[src/rtl/pin_entry_ctrl_pkg.sv]
// Shared types and key codes for the keypad PIN entry block.
// Optional backspace behaviour is enabled with PIN_BACKSPACE_EN.
package pin_pkg;

  typedef struct packed {
    logic       status;
    logic [3:0] digit1;
    logic [3:0] digit2;
    logic [3:0] digit3;
    logic [3:0] digit4;
  } pinPac_t;

  localparam logic [3:0] KEY_CLEAR   = 4'hA;
  localparam logic [3:0] KEY_ENTER   = 4'hB;
  localparam logic [3:0] KEY_FULLCLR = 4'hC;
  localparam logic [3:0] DIGIT_BLANK = 4'hF;

  typedef enum logic [1:0] {
    IDLE,
    ENTRY,
    EMIT
  } state_t;

  localparam pinPac_t PIN_RESET = '{
    status: 1'b0,
    digit1: DIGIT_BLANK,
    digit2: DIGIT_BLANK,
    digit3: DIGIT_BLANK,
    digit4: DIGIT_BLANK
  };

  function automatic logic is_digit(logic [3:0] k);
    return k <= 4'd9;
  endfunction

endpackage

[src/rtl/pin_entry_ctrl_timer.sv]
// Inactivity timer: counts while run is high, zeroed by restart.
// expired is a combinational pulse on the last count of an idle run.
module inactivity_timer #(
  parameter int unsigned TIMEOUT_CYCLES = 250_000_000
) (
  input  logic clock,
  input  logic reset,
  input  logic run,
  input  logic restart,
  output logic expired
);

  localparam logic [31:0] LAST = 32'(TIMEOUT_CYCLES - 1);

  logic [31:0] r_cnt;
  logic        w_hit;

  // A key on the expiry cycle suppresses the pulse.
  assign w_hit   = run && !restart && (r_cnt == LAST);
  assign expired = w_hit;

  always_ff @(posedge clock or posedge reset) begin
    if (reset) begin
      r_cnt <= '0;
    end else if (!run || restart || w_hit) begin
      r_cnt <= '0;
    end else begin
      r_cnt <= r_cnt + 32'd1;
    end
  end

endmodule

[src/rtl/pin_entry_ctrl.sv]
// Keypad key sequencer producing 4-digit PIN packets.
// Define PIN_BACKSPACE_EN to make 4'hA a backspace and 4'hC a full clear.
module pin_entry_ctrl
  import pin_pkg::*;
#(
  parameter int unsigned TIMEOUT_CYCLES = 250_000_000
) (
  input  logic        clock,
  input  logic        reset,
  input  logic        key_valid,
  input  logic [3:0]  key_code,
  output logic [16:0] pin_out,
  output logic        pin_valid,
  output logic [2:0]  digit_count,
  output logic        timeout,
  output logic        busy
);

  state_t     r_state;
  logic [3:0] r_dig [4];
  logic [2:0] r_cnt;
  pinPac_t    r_pin;
  logic       r_valid;
  logic       r_timeout;
  logic       r_busy;
  logic       w_expired;
  logic       w_run;

  assign w_run       = (r_state == ENTRY);
  assign pin_out     = r_pin;
  assign pin_valid   = r_valid;
  assign digit_count = r_cnt;
  assign timeout     = r_timeout;
  assign busy        = r_busy;

`ifdef PIN_BACKSPACE_EN
  logic [1:0] w_last;
  assign w_last = 2'(r_cnt - 3'd1);
`endif

  inactivity_timer #(
    .TIMEOUT_CYCLES(TIMEOUT_CYCLES)
  ) u_timer (
    .clock  (clock),
    .reset  (reset),
    .run    (w_run),
    .restart(key_valid),
    .expired(w_expired)
  );

  always_ff @(posedge clock or posedge reset) begin
    if (reset) begin
      r_state   <= IDLE;
      r_cnt     <= 3'd0;
      r_pin     <= PIN_RESET;
      r_valid   <= 1'b0;
      r_timeout <= 1'b0;
      r_busy    <= 1'b0;
      for (int i = 0; i < 4; i++) r_dig[i] <= DIGIT_BLANK;
    end else begin
      r_valid   <= 1'b0;
      r_timeout <= 1'b0;
      unique case (r_state)
        IDLE: begin
          if (key_valid && is_digit(key_code)) begin
            r_dig[0] <= key_code;
            r_cnt    <= 3'd1;
            r_state  <= ENTRY;
            r_busy   <= 1'b1;
          end
        end
        ENTRY: begin
          if (key_valid) begin
            unique case (1'b1)
              is_digit(key_code): begin
                if (r_cnt < 3'd4) begin
                  r_dig[r_cnt[1:0]] <= key_code;
                  r_cnt             <= r_cnt + 3'd1;
                end
              end
              (key_code == KEY_ENTER): begin
                r_pin <= '{
                  status: (r_cnt == 3'd4),
                  digit1: r_dig[0],
                  digit2: r_dig[1],
                  digit3: r_dig[2],
                  digit4: r_dig[3]
                };
                r_valid <= 1'b1;
                r_state <= EMIT;
              end
`ifdef PIN_BACKSPACE_EN
              (key_code == KEY_CLEAR): begin
                r_dig[w_last] <= DIGIT_BLANK;
                r_cnt         <= r_cnt - 3'd1;
                if (r_cnt == 3'd1) begin
                  r_state <= IDLE;
                  r_busy  <= 1'b0;
                end
              end
              (key_code == KEY_FULLCLR): begin
                for (int i = 0; i < 4; i++) r_dig[i] <= DIGIT_BLANK;
                r_cnt   <= 3'd0;
                r_state <= IDLE;
                r_busy  <= 1'b0;
              end
`else
              (key_code == KEY_CLEAR): begin
                for (int i = 0; i < 4; i++) r_dig[i] <= DIGIT_BLANK;
                r_cnt   <= 3'd0;
                r_state <= IDLE;
                r_busy  <= 1'b0;
              end
`endif
              default: ;
            endcase
          end else if (w_expired) begin
            for (int i = 0; i < 4; i++) r_dig[i] <= DIGIT_BLANK;
            r_cnt     <= 3'd0;
            r_timeout <= 1'b1;
            r_state   <= IDLE;
            r_busy    <= 1'b0;
          end
        end
        EMIT: begin
          for (int i = 0; i < 4; i++) r_dig[i] <= DIGIT_BLANK;
          r_cnt   <= 3'd0;
          r_state <= IDLE;
          r_busy  <= 1'b0;
        end
        default: begin
          r_state <= IDLE;
          r_busy  <= 1'b0;
        end
      endcase
    end
  end

endmodule

[config.mk]
export PLATFORM = sky130hd
export DESIGN_NAME = pin_entry_ctrl
export DESIGN_NICKNAME = d
export VERILOG_FILES = /design/src/rtl/pin_entry_ctrl_pkg.sv /design/src/rtl/pin_entry_ctrl_timer.sv /design/src/rtl/pin_entry_ctrl.sv
export SDC_FILE = /design/constraint.sdc
export NUM_CORES = 1
export LEC_CHECK = 0
export CORE_MARGIN = 5
export CORE_UTILIZATION = 26
export DETAILED_ROUTE_END_ITERATION = 16
export SYNTH_ARGS = -nofsm -noshare
export SYNTH_HDL_FRONTEND = slang
export SYNTH_SLANG_ARGS = --single-unit
[constraint.sdc]
create_clock -name clock -period 2.75 [get_ports clock]
set_input_delay 0.4125 -clock clock [delete_from_list [all_inputs] [get_ports clock]]
set_output_delay 0.4125 -clock clock [all_outputs]
set_load 0.02 [all_outputs]
## Yosys cells after proc, flatten, opt, wreduce, memory -nomap -nowiden

Cells that the tools add are included.

| storage, ports and cells | value |
|---|---|
| output and inout bits | 23 |
| word-level logic and storage cells | 83 |
| bits of input ports | 7 |
| register bits | 73 |

| operators by class | value |
|---|---|
| multiplexer cells | 33 |
| bitwise logic cells | 1 |
| $add $sub $neg | 2 |
| reduce and logical (&&, ||, !) cells | 16 |
| order comparisons | 4 |
| equality and inequality tests | 12 |

Operator list:

| kind | count |
|---|---|
| 16-bit two-way mux | 3 |
| 32-bit by 1-bit adder with 32-bit output (second input constant) | 1 |
| 32-bit by 28-bit equality test with 1-bit output (second input constant) | 1 |
| 32-bit two-way mux | 1 |
| 16-bit case mux with 2 select lines | 1 |
| 12-bit case mux with 2 select lines | 1 |
| 16-bit bitwise mux | 1 |
| 3-bit two-way mux | 4 |
| 4-bit != test (second input constant) | 3 |
| 4-bit case mux with 3 select lines | 1 |
| 1-bit two-way mux | 10 |
| 3-bit case mux with 3 select lines | 1 |
| 3-bit AND reduction | 3 |
| 4-bit demux with 2-bit select | 1 |
| 4-bit equality test (second input constant) | 2 |
| 4-bit two-way mux | 2 |
| 2-bit case mux with 2 select lines | 2 |
| 2-bit two-way mux | 3 |
| 3-bit != test (second input constant) | 2 |
| 3-bit case mux with 2 select lines | 1 |
| 5-bit AND reduction | 1 |
| 4-bit less-or-equal comparator (second input constant) | 1 |
| 1-bit logical AND | 4 |
| 4-bit AND reduction | 1 |
| other kinds (15) | 17 |

## Logic depth before layout (Yosys ltp)

| depth | value |
|---|---|
| depth in word-level cells | 10 |
| mapped depth | 8 |
| depth with buffers taken out | 7 |

## By module

Synthesis repeated with hierarchy kept, for this count alone.

| unflattened totals | value |
|---|---|
| cell total of the unflattened synthesis | 347 |
| area, all modules | 3902.5 µm² |

Modules (own cells, without submodules):

| module | area each (µm²) | seq. area each (µm²) | instances | cells an instance |
|---|---|---|---|---|
| pin_entry_ctrl | 2040.7 | 1066.0 | 1 | 153 |
| inactivity_timer | 1861.8 | 800.8 | 1 | 194 |

## Worst setup path after synthesis

No wires, ideal clock.

| timing path | value |
|---|---|
| path type | register to register |
| from | register u_timer.r_cnt[10] |
| to | register r_cnt[1] (netlist: digit_count[1]) |
| buffers on the path | 0 |
| slack | 0.742 ns |
| clock period less this slack | 2.008 ns |
| arrival time | 1.883 ns |
| data required time | 2.625 ns |
| library setup time | 0.125 ns |
| stages on the path, launching flop included | 6 |
| cells stage by stage | dfrtp_1 or4b_4 nor4_4 a31o_4 nand3_4 mux2_4 |

| between the ends | value |
|---|---|
| cells in the longest elaborated chain, start to end | 4 |

RTL lines:

| element | RTL line | text |
|---|---|---|
| start: declaration | pin_entry_ctrl_timer.sv:15 | `logic [31:0] r_cnt;` |
| start signal: assignment | pin_entry_ctrl_timer.sv:28 | `r_cnt <= r_cnt + 32'd1;` |
| 32-bit by 28-bit equality test with 1-bit output | pin_entry_ctrl_timer.sv:19 | `assign w_hit = run && !restart && (r_cnt == LAST);` |
| 1-bit logical AND | pin_entry_ctrl_timer.sv:19 |  |
| 3-bit != test (no line) | -- |  |
| 5-bit AND reduction (no line) | -- |  |
| end signal: assignment | pin_entry_ctrl.sv:78 | `r_cnt <= r_cnt + 3'd1;` |
| end: declaration | pin_entry_ctrl.sv:21 | `logic [2:0] r_cnt;` |

No other way between the ends.
A chain may end at the register's enable or synchronous reset.

## Worst setup path after layout

| timing path | value |
|---|---|
| from | register u_timer.r_cnt[8] |
| to | register u_timer.r_cnt[17] |

| between the ends | value |
|---|---|
| cells in the longest elaborated chain, start to end | 4 |
| elaborated cells on any way between the ends | 5 |
| classes of those cells | add/sub: 1; eq/ne: 1; mux: 1; reduce/logical: 2 |

RTL lines:

| element | RTL line | text |
|---|---|---|
| parallel branches: the longest is 3 deep, another holds 32-bit by 1-bit adder with 32-bit output | -- |  |
| 32-bit two-way mux (*) | pin_entry_ctrl_timer.sv:25 | `end else if (!run \|\| restart \|\| w_hit) begin` |

Every way passes the cells marked *.

==> results.toml <==
[route]
routed_wl_um = 7789
drc = 0
postRouteAntennaNets = 0
via_count = 2666
firstDrtPassIters = 4
routedWlPerCell_um = 13.64
viasPerCell = 4.669
first_iter_violations = 281

[synthesis]
synth.largest_area_cell = "dfrtp_1"
syn_nets = 363
seq_area_frac_synth = 0.5163
synth_ff_type = "dfrtp_1"
synth.area.top_cells = "dfrtp_1 28%, dfstp_2 23%, xor2_1 5.3%, nor2_1 5.2%, ha_1 3.1%"
synth-edff-count = 0
synth_top_area_share = 0.2837
ys_ff_latch = 73
syn_inst = 347
ys_warn_count = 0
synthArstFlopShare = 1.000
ys_types = 48
syn_avg_cell_area_sq_um = 10.42
synth.cell_area_sq_um = 3616

[worst_setup_path]
slowest_delay_ns = 0.59
reg2reg_slack_ns = 0.53
cp-startpoint = "u_timer.r_cnt[8]"
cp.arrival_ns = 2.42
worstSetupStartpointType = "flop"
rr_endpoint = "u_timer.r_cnt[17]"
worst_ep_required_time_ns = 2.95
worstSetupEndpoint = "u_timer.r_cnt[17]"
worstPathMaxFanout = 31
cpMaxStageDelayCell = "or4b_1"
critPathCaptureType = "flop"
r2r-start = "u_timer.r_cnt[8]"
cp_cell_sequence = "or4b_1 > nor4_4 > a31o_4 > buf_4 > nor2_1"
r2r_cells = 5
critical_path_class = "reg2reg"

[layout]
layout-drive-gt1-share = 0.1944
n_antenna_cell = 0
mostFrequentLayoutCell = "nor2_1"
area_growth_pct = 23.60
fillers = 1426
final_cell_mix = "50 x nor2_1, 41 x dfrtp_1, 32 x dfstp_2"
nets = 402

[sta]
finalCriticalPeriod_ns = 2.220
fin_ws_ns = 0.5302
setup_viol = 0
fin_setup_tns_ns = 0
fmax_mhz = 450.5
skew_ns = 0.01133
finalCritPeriodShare = 0.8072
slew_violations = 0
rsz0062_at_grt = "false"
hold_viol_final = 0
worst_slew_pin_slew_ns = 0.6337
slew_headroom = 0.5771

[power]
power.leakage_nw = 1.849
p_per_area_nw_per_um2 = 930.0
power_frac_clock = 0.282
internal_power_w = 0.002816
vdd_drop_max_mv = 0.3496
switchingPower_w = 0.001341
p_comb_frac = 0.319
seqPwrFrac = 0.398
p_sw_frac = 0.3226

[grt]
gr-total-overflow = 0
grt_usage = 0.09844
antenna_found_initial = 0
grt_pass1_wl_um = 13120
grt_start_max_net_pins = 74
grt_pass1_vias = 2643

[clock_tree]
numCtsBuffers = 9
ctsResizeCount = 0
clkSinkCount = 73
cts_buffer_depth = 2
root_buffer = "clkbuf_16"
cts_tree = "yes"
cts_setup_buffers = 0
clk_pin_slew_ns = 0.06
htreeDepth = 3
cts_hold_buf = 0
worst_skew_pair.late_latency_ns = 0.33

[placement]
io_buffers = 29
place_hpwl_um = 5342
gp_congestion = 0.9336
pre_cts_slack_ns = 0.1943

[worst_hold_path]
hold_class = "in2async"

[job]
max_cap_violations = 0

[floorplan]
die_h_um = 127.9
ios = 30
fp.dieW_um = 127.9
fp.dieArea_sq_um = 16370
rows = 43
start_util = 0.2625
core_area_sq_um = 13770

[status]
status = "complete, no violations"
final cells by class:
type                    count  area, sq um  share of cell area
repair buffers             38        370.4             0.08287
multi-input cells         249         1643              0.3676
well taps                 180        225.2             0.05039
inverters                  15        56.30             0.01260
flip-flops and latches     73         1867              0.4177
clock inverters             4        30.03            0.006719
clock buffers              12        277.8             0.06215
cells by family after synthesis:
kind of cell,after synthesis,share of synthesized area
flops,73,0.5163
compound gates,52,0.1014
fa+ha+maj,9,0.03114
simple gates,150,0.2204
buf+inv,25,0.02941
mux,12,0.03841
xor+xnor,26,0.06297
synth_stat cells (all sizes together) (5+ instances only):
cell,instances
a21oi,8
a221oi,6
and3,15
buf,5
clkbuf,5
dfrtp,41
dfstp,32
ha,9
inv,15
mux2,12
nand2,23
nand3,17
nand4,12
nor2,50
nor3,10
o21ai,10
o22ai,6
xor2,22
per-layer routing:
metal  GRT usage  wire length, um  vias up
met5           0                0        -
met4     0.01873               63        0
met3     0.03708              398        6
met2      0.1547             3641       49
met1      0.1308             3685     1298
li1            -                -     1313
worst min path at each step:
stage | cells after the start | slack (ns) | end | from
2_1_floorplan | 1 | 0.47 | u_timer.r_cnt[0] | u_timer.r_cnt[0]
3_3_place_gp | 2 | 0.46 | pin_out[16] | pin_out[16]
3_5_place_dp | 2 | 0.47 | pin_out[16] | pin_out[16]
4_1_cts | 2 | 0.48 | pin_out[8] | pin_out[8]
5_1_grt | 2 | 0.50 | pin_out[8] | pin_out[8]
6_report | 3 | 0.47 | u_timer.r_cnt[2] | reset
power groups by stage:
stage	clock network [W]	registers (W)	logic [W]
finish	0.00117	0.00166	0.00133
global route	0.00126	0.00169	0.00146
CTS	0.00120	0.00166	0.00135
detailed placement	0	0.00167	0.00133
global placement	0	0.00167	0.00132
floorplan	0	0.00179	0.000744
state kept, by name, indices dropped and copies added, names as in the netlist:
name,count
busy,1
digit_count,3
pin_out,17
pin_valid,1
r_dig,16
r_state,2
timeout,1
u_timer.r_cnt,32
critical path, delay by kind of cell (launching register included):
family / cells / cell delay, ns
buffers and inverters: 1 / 0.35
and+or+nand+nor: 3 / 1.00
DFF: 1 / 0.43
AOI/OAI and AO/OA: 1 / 0.31
stage by stage:
stage          total power, W  cells    util  area (sq um)  hold WS [ns]
4_1_cts              0.004208    571  0.3245          4469        0.4814
3_5_place_dp         0.003008    555  0.3021          4161        0.4673
3_3_place_gp         0.002987    555  0.3021          4161        0.4565
2_1_floorplan        0.002538    347       -          3616        0.4674
5_1_grt              0.004406    571  0.3245          4469        0.5014
6_report             0.004156    571  0.3245          4469        0.4680
Note: power is estimated with default switching activity, not from simulation.
